<file path="src/rtl/multicycle_ctrl.sv">
// Multicycle instruction sequencer for the MIPS-style datapath.
// Steps each instruction through fetch/decode/execute/memory/write-back and
// drives every datapath mux select, write enable and ALUOp. Memory accesses
// wait on mem_ready; an illegal opcode or a stalled memory parks the FSM in
// HALT with a sticky error flag until reset.
//
// state  | meaning
// -------+-------------------------------------------------------------
// FETCH  | read instruction at PC, PC+4 computed, IR/PC load on ready
// DECODE | read registers, branch target into ALUOut, dispatch on opcode
// MEMADR | base + offset for lw/sw
// MEMRD  | data read at ALUOut, wait for ready
// MEMWB  | memory data register written to rt
// MEMWR  | data write at ALUOut, wait for ready
// EXEC   | R-type ALU operation, funct decoded by ALUControl
// RWB    | R-type result written to rd
// BRANCH | beq compare, PC takes ALUOut when zero
// JUMP   | PC takes jump target
// ADDIEX | rs + sign-extended immediate
// ADDIWB | addi result written to rt
// HALT   | all enables off, waits for reset
module multicycle_ctrl #(
    parameter int WAIT_LIMIT = 15,
    parameter int CNT_W      = 8
) (
    input  logic       clk,
    input  logic       reset,
    input  logic [5:0] opcode,
    input  logic       mem_ready,
    output logic       PCWrite,
    output logic       PCWriteCond,
    output logic       IorD,
    output logic       MemRead,
    output logic       MemWrite,
    output logic       IRWrite,
    output logic       MemToReg,
    output logic       RegDst,
    output logic       RegWrite,
    output logic       ALUSrcA,
    output logic [1:0] ALUSrcB,
    output logic [3:0] ALUOp,
    output logic [1:0] PCSource,
    output logic [3:0] state_out,
    output logic       error
);

    typedef enum logic [3:0] {
        FETCH  = 4'd0,
        DECODE = 4'd1,
        MEMADR = 4'd2,
        MEMRD  = 4'd3,
        MEMWB  = 4'd4,
        MEMWR  = 4'd5,
        EXEC   = 4'd6,
        RWB    = 4'd7,
        BRANCH = 4'd8,
        JUMP   = 4'd9,
        ADDIEX = 4'd10,
        ADDIWB = 4'd11,
        HALT   = 4'd12
    } state_t;

    typedef struct packed {
        logic       pcWrite;
        logic       pcWriteCond;
        logic       iorD;
        logic       memRead;
        logic       memWrite;
        logic       memToReg;
        logic       regDst;
        logic       regWrite;
        logic       aluSrcA;
        logic [1:0] aluSrcB;
        logic [3:0] aluOp;
        logic [1:0] pcSource;
    } ctrl_t;

    localparam logic [5:0] OP_RTYPE = 6'b000000;
    localparam logic [5:0] OP_LW    = 6'b100011;
    localparam logic [5:0] OP_SW    = 6'b101011;
    localparam logic [5:0] OP_BEQ   = 6'b000100;
    localparam logic [5:0] OP_J     = 6'b000010;
    localparam logic [5:0] OP_ADDI  = 6'b001000;

    state_t           state;
    state_t           nextState;
    logic [CNT_W-1:0] waitCnt;
    logic [CNT_W-1:0] waitCntNext;
    logic             setError;
    logic             isWaitState;
    logic             fetchDone;
    ctrl_t            ctrlQ;

    // Moore control word for a state; IRWrite and the FETCH PC load are Mealy
    // and handled separately so they follow mem_ready within the cycle.
    function automatic ctrl_t decodeCtrl(state_t s);
        ctrl_t c;
        c = '0;
        case (s)
            FETCH:  begin c.memRead = 1'b1; c.aluSrcB = 2'b01; end
            DECODE: c.aluSrcB = 2'b11;
            MEMADR: begin c.aluSrcA = 1'b1; c.aluSrcB = 2'b10; end
            MEMRD:  begin c.memRead = 1'b1; c.iorD = 1'b1; end
            MEMWB:  begin c.regWrite = 1'b1; c.memToReg = 1'b1; end
            MEMWR:  begin c.memWrite = 1'b1; c.iorD = 1'b1; end
            EXEC:   begin c.aluSrcA = 1'b1; c.aluOp = 4'b0010; end
            RWB:    begin c.regWrite = 1'b1; c.regDst = 1'b1; end
            BRANCH: begin
                c.aluSrcA     = 1'b1;
                c.aluOp       = 4'b0001;
                c.pcWriteCond = 1'b1;
                c.pcSource    = 2'b01;
            end
            JUMP:   begin c.pcWrite = 1'b1; c.pcSource = 2'b10; end
            ADDIEX: begin c.aluSrcA = 1'b1; c.aluSrcB = 2'b10; end
            ADDIWB: c.regWrite = 1'b1;
            default: c = '0;
        endcase
        return c;
    endfunction

    assign isWaitState = (state == FETCH) || (state == MEMRD) || (state == MEMWR);

    // Next state, wait-counter update and error detection.
    always_comb begin
        nextState   = state;
        setError    = 1'b0;
        waitCntNext = '0;
        case (state)
            FETCH:  if (mem_ready) nextState = DECODE;
            DECODE: begin
                case (opcode)
                    OP_LW, OP_SW: nextState = MEMADR;
                    OP_RTYPE:     nextState = EXEC;
                    OP_BEQ:       nextState = BRANCH;
                    OP_J:         nextState = JUMP;
                    OP_ADDI:      nextState = ADDIEX;
                    default: begin
                        nextState = HALT;
                        setError  = 1'b1;
                    end
                endcase
            end
            MEMADR: nextState = (opcode == OP_LW) ? MEMRD : MEMWR;
            MEMRD:  if (mem_ready) nextState = MEMWB;
            MEMWB:  nextState = FETCH;
            MEMWR:  if (mem_ready) nextState = FETCH;
            EXEC:   nextState = RWB;
            RWB:    nextState = FETCH;
            BRANCH: nextState = FETCH;
            JUMP:   nextState = FETCH;
            ADDIEX: nextState = ADDIWB;
            ADDIWB: nextState = FETCH;
            HALT:   nextState = HALT;
            default: begin
                nextState = HALT;
                setError  = 1'b1;
            end
        endcase
        // A ready on the limit cycle wins; only a still-stalled request times out.
        if (isWaitState && !mem_ready) begin
            if (waitCnt == CNT_W'(WAIT_LIMIT)) begin
                nextState = HALT;
                setError  = 1'b1;
            end else begin
                waitCntNext = waitCnt + CNT_W'(1);
            end
        end
    end

    // State, wait counter, sticky error and the control word registered for the upcoming state.
    always_ff @(posedge clk or negedge reset) begin
        if (!reset) begin
            state   <= FETCH;
            waitCnt <= '0;
            error   <= 1'b0;
            ctrlQ   <= decodeCtrl(FETCH);
        end else begin
            state   <= nextState;
            waitCnt <= waitCntNext;
            error   <= error | setError;
            ctrlQ   <= decodeCtrl(nextState);
        end
    end

    // The control register holds FETCH values through reset so the first
    // post-reset cycle fetches; gating with reset keeps every output low
    // while reset is held.
    assign fetchDone   = reset && (state == FETCH) && mem_ready;
    assign IRWrite     = fetchDone;
    assign PCWrite     = fetchDone | (reset & ctrlQ.pcWrite);
    assign PCWriteCond = reset & ctrlQ.pcWriteCond;
    assign IorD        = reset & ctrlQ.iorD;
    assign MemRead     = reset & ctrlQ.memRead;
    assign MemWrite    = reset & ctrlQ.memWrite;
    assign MemToReg    = reset & ctrlQ.memToReg;
    assign RegDst      = reset & ctrlQ.regDst;
    assign RegWrite    = reset & ctrlQ.regWrite;
    assign ALUSrcA     = reset & ctrlQ.aluSrcA;
    assign ALUSrcB     = ctrlQ.aluSrcB & {2{reset}};
    assign ALUOp       = ctrlQ.aluOp & {4{reset}};
    assign PCSource    = ctrlQ.pcSource & {2{reset}};
    assign state_out   = state;

endmodule
</file>
<file path="config.mk">
export PLATFORM = sky130hd
export DESIGN_NAME = multicycle_ctrl
export DESIGN_NICKNAME = d
export VERILOG_FILES = /design/src/rtl/multicycle_ctrl.sv
export SDC_FILE = /design/constraint.sdc
export NUM_CORES = 1
export LEC_CHECK = 0
export ABC_AREA = 1
export CORE_MARGIN = 2
export CORE_UTILIZATION = 30
export CTS_BUF_LIST = sky130_fd_sc_hd__clkbuf_16
export CTS_CLUSTER_DIAMETER = 120
export DETAILED_ROUTE_END_ITERATION = 8
export SETUP_SLACK_MARGIN = 0.4
export SLEW_MARGIN = 20
export SYNTH_ARGS = -nofsm -noshare
export SYNTH_HDL_FRONTEND = slang
export SYNTH_SLANG_ARGS = --single-unit
</file>
<file path="constraint.sdc">
create_clock -name clk -period 4.2 [get_ports clk]
set_input_delay 0.84 -clock clk [delete_from_list [all_inputs] [get_ports clk]]
set_output_delay 0.84 -clock clk [all_outputs]
set_load 0.01 [all_outputs]
</file>
==> flow_summary.ini <==
[place]
gp_congestion = 0.819
portBuffers = 29
dp_cells = 321
hpwl_um = 2390

[global_routing]
antenna_found_initial = 0
grt_pass1_vias = 1328
gr-total-overflow = 0
grt_util_all_layers = 0.113
grt_pass1_wl_um = 5510
grt_max_degree = 41

[route]
viasPerCell = 4.18
totalWireLength_um = 2980
firstDrtPassIters = 4
ant_nets = 0
drcViolationCount = 0
wl_per_cell_um = 9.17
via_count = 1359
drt_iter0_drc = 51

[clock_network]
insertion_delay_ns = 0.26
ctsResizeCount = 0
clk_pin_slew_worst_paths_ns = 0.06
ctsHtreeMaxLevel = 1
post-cts-setup-buffers = 0
tritoncts = yes
ctsHoldBuffers = 0
cts_made_buffers = 3
ctsLongestPathBuffers = 2
clock_sinks = 26
clockRootBuffer = clkbuf_16

[layout]
fin_util = 0.395
fillers = 569
drive_above_1_share = 0.129
nets = 266
diodes = 0
final_cells = 325
syn_to_final_growth_pct = 27.6

[logic_synthesis]
ys.flop_type = dfrtp_1
yosysMostFrequentCell = inv_1
yosys.area.top_type = dfrtp_1
async_reset_ff_frac = 1.00
syn_avg_cell_area_um2 = 6.98
synth_edf_count = 0
synth_cell_types = 28
netlist_instances = 225
ys_top_cells_by_area = dfrtp_1, inv_1, nand2_1, nor2_1, nand3_1
seq_area_frac_synth = 0.416
synth_area_um2 = 1570
yosysWarnings = 0
ys_top_cells_by_count = inv_1, nand2_1, nor2_1, dfrtp_1, nand3_1
synth_top_area_share = 0.382
synth-seq-cells = 26

[worst_setup_path]
path_class = in2out
cp_max_fo = 40
required_ns = 3.36
critPathLaunchType = input pin
cp-end-kind = primary output
cp.arrival_ns = 2.41

[floorplan]
die-area_um2 = 5830
io-pin-count = 32
die_width_um = 76.3
coreArea_um2 = 5070
start_util = 0.309
fp-row-count = 26
fp.dieH_um = 76.3

[power]
irDropWorstVdd_v = 0.000169
leakage_nw = 1.19
powerDensity_nw_per_um2 = 242

[run_status]
outcome = finished clean

[sta]
setup_violations = 0
tns_ns = 0
report.final.slew_viol_count = 0
fin_crit_sh = 0.775
fin_skew_ns = 0.00452
finalHoldViolCount = 0
max_freq_mhz = 307
min_period_ns = 3.25
rsz0062_at_grt = false

[flow_run]
drv_cap = 0

[hold_path]
min_path_type = reg2reg
## state kept, by name (all words and copies together) (netlist names)
signal / flops
ctrlQ: 13
error: 1
waitCnt: 8
state_out: 4
## metal layers
layer	global-route usage	wire length, um	up-vias
li1	-	-	724
met1	0.148	1520	606
met2	0.191	1320	25
met3	0.0166	95	4
met4	0.0382	48	0
met5	0	0	-
## where the power goes
| part | switching, mW | total, mW | internal [mW] |
|---|---|---|---|
| logic | 0.0152 | 0.0251 | 0.00991 |
| registers | 0 | 0.251 | 0.251 |
| clock network | 0.0818 | 0.209 | 0.127 |
## worst paths after layout
path	start	endpoint	slack [ns]	cells past startpoint
max	reset	PCWrite	0.95	4
min	waitCnt[0]	waitCnt[0]	0.46	1
max reg2reg	waitCnt[0]	ctrlQ[8]	2.52	11
min reg2reg	waitCnt[0]	waitCnt[0]	0.46	1
max in group asynchronous	reset	ctrlQ[13]	2.87	2
min in group asynchronous	reset	waitCnt[2]	0.99	2
## metrics by stage
step           setup WS [ns]  hold slack (ns)  instance area, um^2  total power [mW]
2_1_floorplan           1.94            0.430                 1570             0.266
3_3_place_gp           0.892            0.450                 1930             0.281
3_5_place_dp           0.901            0.455                 1930             0.281
4_1_cts                0.891            0.464                 2000             0.494
5_1_grt                0.800            0.496                 2000             0.507
6_report               0.946            0.456                 2000             0.485
## layout by cell type (no fill, tap or decap), drive strengths merged, types with 2 or more instances in the layout
| cell type | Yosys | routed |
|---|---|---|
| a21oi | 2 | 2 |
| clkbuf | 1 | 3 |
| clkdlybuf4s50 | 0 | 29 |
| conb | 1 | 2 |
| dfrtp | 24 | 24 |
| dfstp | 2 | 2 |
| inv | 57 | 57 |
| nand2 | 55 | 55 |
| nand3 | 22 | 22 |
| nand4 | 4 | 4 |
| nor2 | 38 | 38 |
| nor3 | 5 | 5 |
| o21ai | 3 | 3 |
| xor2 | 2 | 2 |
## cells by family after synthesis
group,after synthesis,synth area share
AND/OR/NAND/NOR,126,0.380
buffers and inverters,62,0.158
flip-flops,26,0.416
AO/OA/AOI/OAI,7,0.0247
XOR/XNOR,2,0.0112
adder cells (fa/ha/maj),1,0.00797
other,1,0.00239
## critical path, stage by stage
cell and delay (ns):
clkdlybuf4s50_1 0.46, buf_4 0.38, o21a_1 0.20, clkdlybuf4s50_1 0.53
## cell type report
cell class / instances / area (um^2) / area share
multi-input combinational: 138 / 673 / 0.336
clock inverter: 1 / 3.75 / 0.00187
timing repair buffer: 30 / 298 / 0.149
inverter: 57 / 214 / 0.107
sequential: 26 / 653 / 0.326
tap: 70 / 87.6 / 0.0437
clock buffer: 3 / 75.1 / 0.0375
Power figures use the tool's default switching activity.
